## config.mk

```make
export PLATFORM = sky130hd
export DESIGN_NAME = wb_arbiter
export DESIGN_NICKNAME = d
export VERILOG_FILES = /design/src/rtl/wb_arbiter.sv
export SDC_FILE = /design/constraint.sdc
export NUM_CORES = 1
export LEC_CHECK = 0
export BUFFER_PORTS_ARGS = -buffer_cell sky130_fd_sc_hd__buf_2
export CORE_AREA = 2 2 128 130
export DETAILED_ROUTE_END_ITERATION = 6
export DIE_AREA = 0 0 130 132
export PLACE_DENSITY_LB_ADDON = 0.15
export SKIP_CTS_REPAIR_TIMING = 1
export SLEW_MARGIN = 20
export SYNTH_ARGS = -nofsm -noshare
export SYNTH_HDL_FRONTEND = slang
export SYNTH_SLANG_ARGS = --single-unit
export TNS_END_PERCENT = 50
```

## constraint.sdc

```tcl
create_clock -name clk -period 2.8 [get_ports clk]
set_clock_uncertainty 0.1 [all_clocks]
set_input_delay 0.14 -clock clk [delete_from_list [all_inputs] [get_ports clk]]
set_output_delay 0.14 -clock clk [all_outputs]
set_load 0.03 [all_outputs]
```

## src/rtl/wb_arbiter.sv

```systemverilog
// Two-master, WB_N-slave Wishbone arbiter with round-robin grant.
// A per-transaction watchdog force-terminates cycles that never get acked.
module wb_arbiter #(
  parameter int WB_N    = 3,
  parameter int TIMEOUT = 255
) (
  input  logic                 clk,
  input  logic                 rst,
  input  logic [31:0]          m0_wdata,
  input  logic [15:0]          m0_addr,
  input  logic                 m0_we,
  input  logic [WB_N-1:0]      m0_cyc,
  output logic [31:0]          m0_rdata,
  output logic                 m0_ack,
  input  logic [31:0]          m1_wdata,
  input  logic [15:0]          m1_addr,
  input  logic                 m1_we,
  input  logic [WB_N-1:0]      m1_cyc,
  output logic [31:0]          m1_rdata,
  output logic                 m1_ack,
  output logic [31:0]          s_wdata,
  output logic [15:0]          s_addr,
  output logic                 s_we,
  output logic [WB_N-1:0]      s_cyc,
  input  logic [32*WB_N-1:0]   s_rdata,
  input  logic [WB_N-1:0]      s_ack,
  output logic                 busy,
  output logic                 timeout_err
);

  typedef enum logic {IDLE, BUSY} state_t;

  localparam logic [7:0] TMO_LAST = 8'(TIMEOUT - 1);

  state_t          state, state_nx;
  logic            owner, owner_nx;
  logic            last_owner, last_nx;
  logic [7:0]      cnt, cnt_nx;
  logic            req0, req1, gnt;
  logic [WB_N-1:0] own_cyc;
  logic [31:0]     rd_or;

  assign req0    = |m0_cyc;
  assign req1    = |m1_cyc;
  // On contention the master that did not win last time gets the bus
  assign gnt     = req1 & (~req0 | ~last_owner);
  assign own_cyc = owner ? m1_cyc : m0_cyc;
  assign busy    = (state == BUSY);

  always_comb begin
    rd_or = '0;
    for (int i = 0; i < WB_N; i++)
      rd_or = rd_or | s_rdata[32*i +: 32];
  end

  always_ff @(posedge clk or posedge rst) begin
    if (rst) begin
      state      <= IDLE;
      owner      <= 1'b0;
      last_owner <= 1'b1;
      cnt        <= 8'd0;
    end else begin
      state      <= state_nx;
      owner      <= owner_nx;
      last_owner <= last_nx;
      cnt        <= cnt_nx;
    end
  end

  always_comb begin
    state_nx    = state;
    owner_nx    = owner;
    last_nx     = last_owner;
    cnt_nx      = cnt;
    s_cyc       = '0;
    s_wdata     = m0_wdata;
    s_addr      = m0_addr;
    s_we        = m0_we;
    m0_ack      = 1'b0;
    m1_ack      = 1'b0;
    m0_rdata    = 32'h0;
    m1_rdata    = 32'h0;
    timeout_err = 1'b0;
    unique case (state)
      IDLE: begin
        if (req0 | req1) begin
          state_nx = BUSY;
          owner_nx = gnt;
          last_nx  = gnt;
          cnt_nx   = 8'd0;
        end
      end
      BUSY: begin
        if (owner) begin
          s_wdata = m1_wdata;
          s_addr  = m1_addr;
          s_we    = m1_we;
        end
        if (own_cyc == '0) begin
          state_nx = IDLE;
        end else if (|s_ack) begin
          s_cyc    = own_cyc;
          m0_ack   = ~owner;
          m1_ack   = owner;
          m0_rdata = owner ? 32'h0 : rd_or;
          m1_rdata = owner ? rd_or : 32'h0;
          state_nx = IDLE;
        end else if (cnt == TMO_LAST) begin
          // Forced termination: slaves see cyc drop, owner gets a zero-data ack
          m0_ack      = ~owner;
          m1_ack      = owner;
          timeout_err = 1'b1;
          state_nx    = IDLE;
        end else begin
          s_cyc = own_cyc;
          if (cnt != 8'hFF)
            cnt_nx = cnt + 8'd1;
        end
      end
      default: state_nx = IDLE;
    endcase
  end

endmodule

```

# After elaboration in Yosys (flattened, before gate mapping)
# Index checks and enable logic that the tools add are counted.
[totals] out_inout_bits=120 register_bits=11 latchBits=0 mem_count=0 rom_bits=0 ram_bits=0 wordCells=69
[classes] div=0 n_reduce_logical=6 shifts=0 mux=42 n_mul=0 order_cmp=0 eq_ne=7 n_bitwise=9 n_addsub=1
[ops] cell="two-way mux 32 bit" count=10
[ops] cell="bitwise OR 32 bit" count=2
[ops] cell="two-way mux 8 bit" count=5
[ops] cell="two-way mux 16 bit" count=2
[ops] cell="two-way mux 1 bit" count=18
[ops] cell="one-hot mux 8 bit (2 select lines)" count=1
[ops] cell="two-way mux 3 bit" count=5
[ops] cell="OR reduction 3 bit" count=3
[ops] cell="adder 8 x 1 -> 8 bit (second input constant)" count=1
[ops] cell="== test 8 bit (second input constant)" count=1
[ops] cell="inequality test 2 bit (second input constant)" count=4
[ops] cell="inequality test 8 bit (second input constant)" count=1
[ops] cell="AND reduction 5 bit" count=1
[ops] cell="inverter 1 bit" count=4
[ops] cell="logical NOT 3 bit" count=1
[ops] cell="inequality test 2 x 1 -> 1 bit (second input constant)" count=1
[ops] cell="bitwise OR 1 bit" count=2
[ops] cell="one-hot mux 1 bit (2 select lines)" count=1
[ops] cell="AND reduction 2 bit" count=1
[ops] cell="AND 1 bit" count=1

# Longest topological paths before layout
# Gate-level depths: netlist of run 1.
[depth] depth_word=6 ltp_mapped=6

# Worst setup path before layout of run 1
# No wires, ideal clock.
[synth_path] kind="flip-flop to output port" startpoint="reg state, in the netlist busy" endpoint="out m1_ack" t_arrival_ns=1.701 path_stages_with_launch=5 path_buffers=2 slack_ns=0.859 t_required_ns=2.560 path_cell_list="dfrtp_1 > buf_4 > nand2_2 > buf_2 > nor3_1"
[synth_via] elab_chain_cells=1
[synth_rtl] item="start, declared" line_no="35" rtl="state_t state, state_nx;"
[synth_rtl] item="start signal, assigned" line_no="63" rtl="state <= state_nx;"
[synth_rtl] item="two-way mux 1 bit" line_no="84" rtl="unique case (state)"
[synth_rtl] item="end, declared" line_no="20" rtl="output logic m1_ack,"
# Every way passes these cells.

# Worst setup path after layout of run 1
[layout_path] startpoint="reg owner" endpoint="out s_wdata[4]"
[layout_via] elab_chain_cells=2
[layout_rtl] item="start, declared" line_no="36" rtl="logic owner, owner_nx;"
[layout_rtl] item="start signal, assigned" line_no="64" rtl="owner <= owner_nx;"
[layout_rtl] item="two-way mux 32 bit" line_no="94" rtl="if (owner) begin"
[layout_rtl] item="two-way mux 32 bit" line_no="84"
[layout_rtl] item="end, declared" line_no="21" rtl="output logic [31:0] s_wdata,"
# Every way passes these cells.

==> metrics list, run 1 <==
- Run status: complete, no violations
* Total number of yosys warnings: 0
- Number of violations reported at the end of detailed-routing iteration 0: around 130
- Per report_power, the combinational group accounts for about 86% of the total.
- The first detailed-routing pass ran for 4 iterations.
* Net switching power: 0.002456 W
- CTS sink cnt: 11
- For the worst-skew pair, the clock arrives at the later sink with an insertion delay of 0.24 ns.
- The number of failing hold endpoints at the final stage was 0.
- The congestion estimate from routability-driven global placement came to roughly 0.86.
- Net Sw Frac: between 60% and 70%
- For the pin with the worst max-slew slack, the measured transition is 0.6151 ns.
* Number of remaining DRC errors: 0
- Setup repair after global routing missed its margin: no
- Across the VDD grid, the largest voltage drop is about 0.00038 V.
* GRT Total Usage: between 10% and 20%
* Drt wl/cell: 14.06 um
- Setup slack of the critical path after layout: 0.5432 ns
- For this configuration, the core starts out at a cell density of 12.18%.
- Num ports: roughly 330
- The cell area that synthesis handed to floorplanning was around 0.0019 mm^2.
- STA classifies the critical path endpoint as an output pin.
- The synthesized design contains 0 enable-type register cells.
* Critical path startpoint category: register
* Gate Count Post-Synth: between 200 and 250
- Along the worst path, the maximum fanout reaches 49.
- In this run the most critical hold path is launched from m0_cyc[2].
* ANT nets after route: 0
* Final setup fails: 0
- Summed over all failing endpoints, the final setup total negative slack is 0 ns.
- Cell depth of the worst hold path: 4
* Clock-pin slew on the worst setup and hold paths: 0.04 ns
- In the final design database the tool counted a little under 800 nets.
* Vertical extent of the die: 132 um
* Wirelength, routed: 10960 um
- Final hold analysis gives a worst-case slack of 0.2002 ns.
- Final worst-path cycle share: 80.60%
- Summed over all cells, the static leakage comes to between 2 and 2.5 nW.
- Register-to-register path setup slack: 0.85 ns
- Number of maximum-capacitance violations: 0
* Worst Reg-to-Reg Cells: 5
- The average instance in the mapped netlist occupies 7.688 um^2.
* Total vias in the final route: 3188
* Count of filler cells inserted in the layout: ~1700
- After synthesis, the share of flip-flops with an asynchronous set or reset is 100.0%.
* Worst Setup Path Type: register to output pin
* Data arrival time of the worst path: 2.02 ns
- Worst path required time: 2.56 ns
- The netlist uses 40 different library cells.
- Net Count, Synth: 456
- Total power density per cell area: between 1000 and 1500 mW/mm^2
- In the synthesized netlist the dominant register cell turns out to be sky130_fd_sc_hd__dfrtp_1.
- In this run the critical register-to-register path is launched from busy.
* Slew headroom: between 50% and 60%
- TritonCTS built the clock tree.
- CTS H-tree depth: 1
* Max Clock Freq: 443.1 MHz
- Buffer type at the clock tree root: sky130_fd_sc_hd__clkbuf_16
- The floorplan step defined a die boundary enclosing roughly 0.017 mm^2.
- Proportion of layout cells with a drive suffix above 1: 69.33%
- Entering global routing, the biggest net connects 50 pins.
- Diode count: 0
- In this run the critical register-to-register path is captured at cnt[6].
- The first global-routing pass estimated 15320 um of wire.
- The via count of the first global-routing pass came to 3107.
* Cell internal power dissipation: 0.001500 W
- Subtracting the final worst setup slack from the clock period gives roughly 2.3 ns.
- The min-delay analysis places its worst path in the category input pin to register.
- Deepest clock path buffer count: 2
- The number of antenna violations at the first check in global routing is 0.
- At the placement stage, the worst setup path has a slack of roughly 0.8 ns.
- For hold timing, the worst endpoint is last_owner.
- Via density per instance: just over 4
- The die is 130 um wide.
* Seq pwr share: 6.8%
- # port buffers: approximately 320
* Proportion of synthesized chip area in sequential cells: 14.44%
* Number of CTS-inserted buffers: 3
- The final count of pins violating max slew came to 0.
* HPWL Detailed: between 9000 and 10000 um
- Compared with the post-synthesis result, the final layout area differs by 100.2%.
- Global routing finished with a remaining overflow of 0.
* Clock Power Share: 6.8%
* Number of cell rows: 46
- Total of flip-flops plus latches after synthesis: 11
- Core box area: about 0.016 mm^2
## worst max-delay path: stages, from the launching register on
cell and delay (ns):
sky130_fd_sc_hd__dfrtp_1 0.49, sky130_fd_sc_hd__nand2_2 0.15, sky130_fd_sc_hd__buf_4 0.51, sky130_fd_sc_hd__mux2_2 0.40, sky130_fd_sc_hd__buf_2 0.18
## cell usage in the layout (no fill, tap or decap), types with 2 or more instances in the layout
cell,n
sky130_fd_sc_hd__ha_1,2
sky130_fd_sc_hd__mux2_2,49
sky130_fd_sc_hd__nand3_1,8
sky130_fd_sc_hd__and3_1,2
sky130_fd_sc_hd__nand4_1,2
sky130_fd_sc_hd__buf_4,4
sky130_fd_sc_hd__a21o_1,2
sky130_fd_sc_hd__dfrtp_1,10
sky130_fd_sc_hd__mux2i_1,4
sky130_fd_sc_hd__nor3_2,3
sky130_fd_sc_hd__a221o_1,2
sky130_fd_sc_hd__o221ai_1,2
sky130_fd_sc_hd__buf_2,324
sky130_fd_sc_hd__nand2_1,9
sky130_fd_sc_hd__clkbuf_16,3
sky130_fd_sc_hd__a21boi_1,2
sky130_fd_sc_hd__nor2_1,73
sky130_fd_sc_hd__nor3_1,3
sky130_fd_sc_hd__inv_1,5
sky130_fd_sc_hd__o21ai_1,2
sky130_fd_sc_hd__o31ai_1,33
## power groups by stage
stage | logic (W) | clock network [W] | registers [W]
after floorplan | 0.00253 | 0 | 0.000258
after global placement | 0.00346 | 0 | 0.000271
after detailed placement | 0.00344 | 0 | 0.000270
after CTS | 0.00345 | 0.000275 | 0.000268
after global routing | 0.00365 | 0.000282 | 0.000278
final | 0.00342 | 0.000267 | 0.000270
## cell usage after synthesis, drive strengths merged (2+ instances only)
master	instances	area, um^2
dfrtp	10	250.2
mux2	49	551.8
ha	2	25.02
a21boi	2	15.01
mux2i	4	40.04
a21o	2	15.01
o221ai	2	17.52
nand4	2	12.51
o21ai	3	15.01
nand2	10	40.04
buf	13	73.82
a221o	2	20.02
o31ai	34	260.3
clkbuf	5	18.77
inv	5	18.77
nand3	8	40.04
nor2	73	274.0
and3	2	12.51
nor3	6	45.04
## layer usage
| metal | vias up | wire length (um) | track usage [%] |
|---|---|---|---|
| met4 | 0 | 199 | 3.047 |
| li1 | 1548 | - | - |
| met1 | 1423 | 3967 | 11.20 |
| met3 | 15 | 942 | 2.192 |
| met2 | 202 | 5856 | 23.21 |
| met5 | - | 0 | 0 |
## flip-flops by register name, summed over array words and instances (netlist names)
| name | flops |
|---|---|
| owner | 1 |
| busy | 1 |
| last_owner | 1 |
| cnt | 8 |
## layout make-up
class	instances	area [um^2]	share of cell area [%]
inverters	5	18.77	0.4897
clock buffers	4	78.83	2.057
repair buffers	329	1662	43.36
well taps	216	270.3	7.052
multi-input cells	215	1526	39.83
flip-flops and latches	11	276.5	7.215
## through the flow
stage          utilization (%)  instances  power, W  cell area (um^2)
3_5_place_dp             23.83        775  0.003710              3744
2_1_floorplan                -        249  0.002787              1914
4_1_cts                  24.33        779  0.003991              3822
3_3_place_gp             23.83        775  0.003727              3744
5_1_grt                  24.39        780  0.004210              3832
6_report                 24.39        780  0.003956              3832
## worst max path at each step
stage | end | cells after the start | slack [ns] | start
global route | s_addr[5] | 4 | 0.43 | owner
detailed placement | s_addr[11] | 4 | 0.80 | owner
finish | s_wdata[4] | 4 | 0.54 | owner
CTS | s_addr[11] | 4 | 0.53 | owner
floorplan | m1_ack | 4 | 0.86 | busy
global placement | s_wdata[31] | 4 | 0.83 | owner
## cells by family (layout without fill, tap and decap cells)
family          count (synthesis)  count (layout)  share of synthesized area (%)
simple gates                  108             108                          25.36
compound gates                 51              51                          21.70
fa+ha+maj                       2               2                          1.307
flops                          11              11                          14.44
mux                            53              53                          30.92
buf+inv                        23             338                          5.817
xor+xnor                        1               1                         0.4576
No activity file was read; power rests on OpenSTA's default activity.
==> run 2: changes to the inputs <==
--- a/config.mk
+++ b/config.mk
@@ -6,9 +6,9 @@
 export NUM_CORES = 1
 export LEC_CHECK = 0
 export BUFFER_PORTS_ARGS = -buffer_cell sky130_fd_sc_hd__buf_2
-export CORE_AREA = 2 2 128 130
+export CORE_AREA = 2 2 125 127
 export DETAILED_ROUTE_END_ITERATION = 6
-export DIE_AREA = 0 0 130 132
+export DIE_AREA = 0 0 127 129
 export PLACE_DENSITY_LB_ADDON = 0.15
 export SKIP_CTS_REPAIR_TIMING = 1
 export SLEW_MARGIN = 20
==> constraint.sdc (replaced) <==
create_clock -name clk -period 2.15 [get_ports clk]
set_clock_uncertainty 0.1 [all_clocks]
set_input_delay 0.1075 -clock clk [delete_from_list [all_inputs] [get_ports clk]]
set_output_delay 0.1075 -clock clk [all_outputs]
set_load 0.03 [all_outputs]
==> run 2 against run 1 <==
Compared with the run above:
- setup slack got worse by 0.39 ns
- first-iteration DRC count fell by 3.0%
- global-route usage grew 0.39 points
- wire length fell by 0.70%
- sequential cell count did not move
- clock power up 29%
- hold slack got worse by 0.0068 ns
- utilization rose by 1.2 points
- via count is 0.72% higher
- cell area down 0.16%
- die area down 4.5%
- largest cell class unchanged
==> metrics list, run 2 (same netlist as run 1, synthesis figures left out) <==
- Run status: complete, no violations (unchanged)
- Transition time of the tightest slew-check pin: 0.6088 ns (was 0.6151 ns)
- The final net count came to 774 (was 772).
- Total power density per cell area: 1358 mW/mm^2 (was 1032 mW/mm^2)
* Final worst-path cycle share: 92.88%
- Most common cell after layout, fill and taps aside: sky130_fd_sc_hd__buf_2 (unchanged)
- The clock sink total was 11 (unchanged).
- The count of input and output buffers was 324 (unchanged).
* Number of remaining DRC errors: 0 (unchanged)
- Layout Area Growth over Synthesis: 99.87% (was 100.2%)
- The maximum fanout along the worst path is 4 (was 49).
- The number of H-tree levels came to 1 (unchanged).
- The data required time of the critical path is 1.94 ns (was 2.56 ns).
* Peak supply drop: 0.0004568 V (was 0.0003754 V)
- The clock-pin slew reported for the worst setup and hold paths after clock tree synthesis came to 0.05 ns (was 0.04 ns).
- Total vias in the final route: 3211 (was 3188)
* Die ar.: 0.01638 mm^2 (was 0.01716 mm^2)
- The count of boundary I/O pins came to 325 (unchanged).
- The total wire length after detailed routing is 10890 um (was 10960 um).
- Width of the die: 127 um (was 130 um)
- The path depth of the worst reg2reg path came to 6 (was 5).
* ANT nets after route: 0 (unchanged)
* Commonest cells after routing, fill and taps aside: sky130_fd_sc_hd__buf_2 (324), sky130_fd_sc_hd__nor2_1 (73), sky130_fd_sc_hd__mux2_2 (49) (unchanged)
- The capture point of the worst path is m0_ack (was s_wdata[4]).
- The number of flip-flops in the largest register was 8 (unchanged).
* Fin. Hold Viols: 0 (unchanged)
- The number of vias per cell is 4.259 (was 4.087).
* Largest reg by FF count: cnt (unchanged)
- Pin count of the biggest net entering global routing: 50 (unchanged)
- Counting I/O delays and the setup requirement, the final critical path takes 1.997 ns.
* Global-route wire length before repair: 15280 um (was 15320 um)
* Max Transition Viols Final: 0 (unchanged)
- Starting Density: 12.78% (was 12.18%)
* Buffer type at the clock tree root: sky130_fd_sc_hd__clkbuf_16 (unchanged)
* HPWL Detailed: 9485 um (was 9489 um)
- Worst Setup Path Type: register to output pin (unchanged)
- The final routed wire length divided by cell count is 14.44 um (was 14.06 um).
* Path category of the worst min-delay check: input pin to register (unchanged)
- Post-Route Utilization: 25.55% (was 24.39%)
- Later-pin clock latency in the skew report: 0.24 ns (about the same)
- The setup TNS came to 0 ns (unchanged).
- DRT Pass-1 Iters: 4 (unchanged)
- Data arrival time of the worst path: 1.79 ns (was 2.02 ns)
- The final weighted congestion of routability-driven global placement was 0.7631 (was 0.8606).
* Diode count: 0 (unchanged)
- Register-to-register path setup slack: 0.27 ns (was 0.85 ns)
- The aggregate global-route resource usage was 11.73% (was 11.34%).
- Reg-to-reg endpoint: cnt[7] (was cnt[6])
- Final setup fails: 0 (unchanged)
* Critical path startpoint category: register (unchanged)
* Worst setup path start: cnt[0] (was owner)
- Number of CTS-inserted buffers: 3 (unchanged)
- Leak: 2.150 nW (was 2.132 nW)
- TritonCTS clock tree: yes (unchanged)
* Core box area: 0.01498 mm^2 (was 0.01571 mm^2)
* Launch instance of the worst register-to-register path: cnt[0] (was busy)
* Total global routing overflow: 0 (unchanged)
- The number of cells after detailed placement came to 749 (was 775).
- Max Clock Freq: roughly 500 MHz
- The filler-free cell count of the finished design was 754 (was 780).
- Number of maximum-capacitance violations: 0 (unchanged)
* Worst Setup End Kind: output pin (unchanged)
* Number of cell rows: 45 (was 46)
- Initial antenna violation count: 0 (unchanged)
- Proportion of layout cells with a drive suffix above 1: 69.61% (was 69.33%)
* Via count of the first global-routing pass: 2938 (was 3107)
- Number of violations reported at the end of detailed-routing iteration 0: 130 (was 134)
* Vertical extent of the die: 129 um (was 132 um)
* Slew headroom: 59.19% (was 58.99%)
- Deepest clock path buffer count: 2 (unchanged)
* Setup repair after global routing missed its margin: no (unchanged)
==> run 2: changes by cell type in the layout (fill, tap and decap cells not counted) <==
cell                       previous run  this run
sky130_fd_sc_hd__buf_4                4         5
sky130_fd_sc_hd__clkinv_2             0         1
sky130_fd_sc_hd__buf_12               0         1
sky130_fd_sc_hd__clkbuf_1             1         0
==> run 2: metrics by stage <==
stage                     instance area [um^2]  hold slack (ns)  power (W)  worst slack [ns]
after floorplan                           1914          -0.1408   0.003629            0.2414
after global placement                    3736          0.06616   0.004913            0.3436
after detailed placement                  3736          0.06258   0.004893            0.3010
after CTS                                 3816          -0.1908   0.005255            0.1141
after global routing                      3826           0.2868   0.005534           0.04157
final                                     3826           0.1934   0.005196            0.1530
==> run 2: final cells by class <==
cell class	instances	area, um^2
flip-flops and latches	11	276.5
repair buffers	331	1689
multi-input cells	215	1526
clock buffers	3	75.07
clock inverters	1	5.005
inverters	5	18.77
well taps	188	235.2
fillers	1658	11150
==> run 2: how the worst min path moves through the flow <==
stage / slack [ns] / cells past startpoint / from / end
6_report: 0.19 / 4 / m0_cyc[2] / last_owner
5_1_grt: 0.29 / 4 / m0_cyc[2] / last_owner
4_1_cts: -0.19 / 2 / rst / cnt[3]
3_5_place_dp: 0.06 / 2 / rst / cnt[7]
3_3_place_gp: 0.07 / 2 / rst / cnt[7]
2_1_floorplan: -0.14 / 1 / rst / busy
==> run 2: layer usage <==
layer | global-route usage [%] | up-vias | share of wire (%)
met1 | 13.64 | 1448 | 37
met4 | 3.232 | 0 | 1.2
met2 | 22.39 | 209 | 53
li1 | - | 1546 | -
met3 | 1.663 | 8 | 8.9
met5 | 0 | - | 0
==> run 2: critical path, cell delays in order, from the launching register on <==
cell	delay, ns
sky130_fd_sc_hd__dfrtp_1	0.41
sky130_fd_sc_hd__inv_1	0.10
sky130_fd_sc_hd__ha_1	0.17
sky130_fd_sc_hd__and4_1	0.23
sky130_fd_sc_hd__a21boi_1	0.12
sky130_fd_sc_hd__nor3_1	0.25
sky130_fd_sc_hd__buf_2	0.27
==> run 2: power breakdown <==
part | internal (W) | total, W | switching [W]
registers | 0.000273 | 0.000371 | 0.0000979
clock network | 0.000247 | 0.000344 | 0.0000973
logic | 0.00147 | 0.00448 | 0.00301
==> run 3: changes to the inputs <==
--- a/config.mk
+++ b/config.mk
@@ -9,7 +9,9 @@
 export CORE_AREA = 2 2 125 127
 export DETAILED_ROUTE_END_ITERATION = 6
 export DIE_AREA = 0 0 127 129
+export GPL_TIMING_DRIVEN = 1
 export PLACE_DENSITY_LB_ADDON = 0.15
+export SETUP_SLACK_MARGIN = 0.5
 export SKIP_CTS_REPAIR_TIMING = 1
 export SLEW_MARGIN = 20
 export SYNTH_ARGS = -nofsm -noshare
==> run 3 against run 2 <==
Compared with the run above:
- sequential cell count stayed put
- cell count is 2.4% higher
- sequential share of layout area is 1.4 points lower
- cell area is 24% higher
- first-iteration DRC count is 16% higher
- hold slack better by 0.048 ns
- sequential power hardly changed
- largest cell class unchanged
==> metrics list, run 3 (same netlist as run 1, synthesis figures left out) <==
* Run status: complete, no violations (unchanged)
- Sequential cell area: 279.0 um^2 (was 276.5 um^2)
- Number of flip-flops under the largest register name: 8 (unchanged)
- The layout filler cell count is 1561 (was 1658).
* Via count of the first global-routing pass: 2875 (was 2938)
- The core area came to 0.01498 mm^2 (unchanged).
* Setup slack of the critical path after layout: 0.3014 ns (was 0.1530 ns)
- Total vias in the final route: 3281 (was 3211)
- Drt wl/cell: 16.05 um (was 14.44 um)
* Number of CTS-inserted buffers: 3 (unchanged)
- The clock-pin slew reported for the worst setup and hold paths after clock tree synthesis was 0.04 ns (was 0.05 ns).
- Number of cell rows: 45 (unchanged)
- The worst stage delay on the critical path is 0.44 ns (was 0.41 ns).
- The number of DRC violations after detailed-routing iteration 0 was 151 (was 130).
- Path category of the worst min-delay check: input pin to register (unchanged)
- DRT Pass-1 Iters: 4 (unchanged)
- Cell chain of the critical path: buf_12 -> nand2_8 -> buf_8 -> mux2_2 -> buf_2 (was inv_1 -> ha_1 -> and4_1 -> a21boi_1 -> nor3_1 -> buf_2).
* Final worst-path cycle share: 85.98% (was 92.88%)
- The top achievable clock speed came to 540.9 MHz (was 500.8 MHz).
* Pre-CTS setup slack: 0.3193 ns (was 0.3010 ns)
- The area enclosed by the die boundary was 0.01638 mm^2 (unchanged).
- Pin count of the biggest net entering global routing: 52 (was 50)
- The worst setup path startpoint is owner (was cnt[0]).
- Final cell area excluding filler cells: 0.004757 mm^2 (was 0.003826 mm^2)
* Setup repair after global routing missed its margin: yes (was no)
* Critical path startpoint category: register (unchanged)
- The leakage power figure came to 2.444 nW (was 2.150 nW).
* Worst Setup End Kind: output pin (unchanged)
- The number of H-tree levels was 1 (unchanged).
- Max Transition Viols Final: 0 (unchanged)
* Multi-input gate area: 0.001891 mm^2 (was 0.001526 mm^2)
- Final Wtd Congestion: 0.7845 (was 0.7631)
- The data required time of the critical path was 1.94 ns (about the same).
- Later-pin clock latency in the skew report: 0.24 ns (about the same)
- The die extent in y was 129 um (unchanged).
- ANT nets after route: 0 (unchanged)
- Diode count: 0 (unchanged)
- The number of vias per cell was 4.250 (was 4.259).
- Largest reg by FF count: cnt (unchanged)
* Post-layout min period: 1.849 ns (was 1.997 ns)
- The detailed placement HPWL came to 9591 um (was 9485 um).
* Total power density per cell area: 1416 mW/mm^2 (was 1358 mW/mm^2)
- Max stage delay cell, worst path: sky130_fd_sc_hd__dfrtp_2 (was sky130_fd_sc_hd__dfrtp_1)
* Deepest clock path buffer count: 2 (unchanged)
- The number of design rule violations left after detail routing came to 0 (unchanged).
* Num ports: 325 (unchanged)
- Layout Area Growth over Synthesis: 148.5% (was 99.87%)
* Worst Setup Path Type: register to output pin (unchanged)
* Critical-path maximum fanout: 12 (was 4)
- The critical register-to-register path startpoint is owner (was cnt[0]).
- The count of final setup violators came to 0 (unchanged).
- The commonest non-fill, non-tap cell in the layout is sky130_fd_sc_hd__buf_2 (unchanged).
* Peak supply drop: 0.0006374 V (was 0.0004568 V)
- Post-route non-filler standard cell count: 772 (was 754)
- Commonest cells after routing, fill and taps aside: sky130_fd_sc_hd__buf_2 (277), sky130_fd_sc_hd__buf_6 (46), sky130_fd_sc_hd__nor2_1 (41) (was sky130_fd_sc_hd__buf_2 (324), sky130_fd_sc_hd__nor2_1 (73), sky130_fd_sc_hd__mux2_2 (49))
* Worst min-delay path startpoint: s_ack[1] (was m0_cyc[2])
* Number of maximum-capacitance violations: 0 (unchanged)
- The count of input and output buffers was 324 (unchanged).
- Starting Density: 12.78% (unchanged)
- The number of antenna violations at the first check in global routing was 1 (was 0).
- GRT Total Usage: 11.76% (was 11.73%)
- CTS sink cnt: 11 (unchanged)
- The global route total overflow was 0 (unchanged).
- The number of failing hold endpoints at the final stage came to 0 (unchanged).
- The number of cells after detailed placement was 751 (was 749).
* Global-route wire length before repair: 15310 um (was 15280 um)
- Slew headroom: 57.62% (was 59.19%)
- The final net count is 792 (was 774).
- Wirelength, routed: 12390 um (was 10890 um)
- The fraction of final layout cells sized beyond drive strength 1 came to 78.08% (was 69.61%).
- Buffer type at the clock tree root: sky130_fd_sc_hd__clkbuf_16 (unchanged)
- The CTS tree was yes (unchanged).
- The slew at the pin closest to its max-slew limit came to 0.6303 ns (was 0.6088 ns).
- The setup TNS was 0 ns (unchanged).
- The arrival time at the worst endpoint is 1.64 ns (was 1.79 ns).
- Width of the die: 127 um (unchanged)
* Area after DPL: 0.003762 mm^2 (was 0.003736 mm^2)
==> run 3: critical path, delay by kind of cell, from the launching register on <==
family / cells / cell delay, ns
buffers and inverters: 3 / 0.50
DFF: 1 / 0.44
and+or+nand+nor: 1 / 0.12
muxes: 1 / 0.34
==> run 3: worst paths after layout <==
path	to	slack, ns	depth (start not counted)
setup / recovery	s_addr[7]	0.30	5
hold / removal	busy	0.24	5
setup reg to reg	cnt[6]	0.33	6
hold reg to reg	last_owner	0.41	2
max in group asynchronous	busy	1.26	3
min in group asynchronous	cnt[6]	0.35	3
==> run 3: stage by stage <==
stage	hold slack, ns	util [%]	total power, W
after global routing	0.2708	31.76	0.007075
final	0.2415	31.76	0.006738
after detailed placement	0.04866	25.12	0.004922
after floorplan	-0.1408	-	0.003647
after CTS	-0.2027	25.65	0.005285
after global placement	0.05552	25.12	0.004950
==> run 3: where the power goes <==
part	internal [W]	switching [W]	total, W
clock network	0.000249	0.0000953	0.000345
registers	0.000277	0.0000906	0.000368
logic	0.00243	0.00359	0.00602
total	0.00296	0.00378	0.00674
==> run 3: final cells by class <==
class	count	area share (%)
Clock buffer	4	1.657
Inverter	5	0.3945
Sequential cell	11	5.865
Timing Repair Buffer	349	47.40
Multi-Input combinational cell	215	39.74
Tap cell	188	4.945
==> run 3: layer usage <==
layer | routed length, um | GRT usage [%]
met2 | 6795 | 22.71
met3 | 1052 | 2.370
met5 | 8 | 0
met1 | 4428 | 13.19
met4 | 104 | 2.909
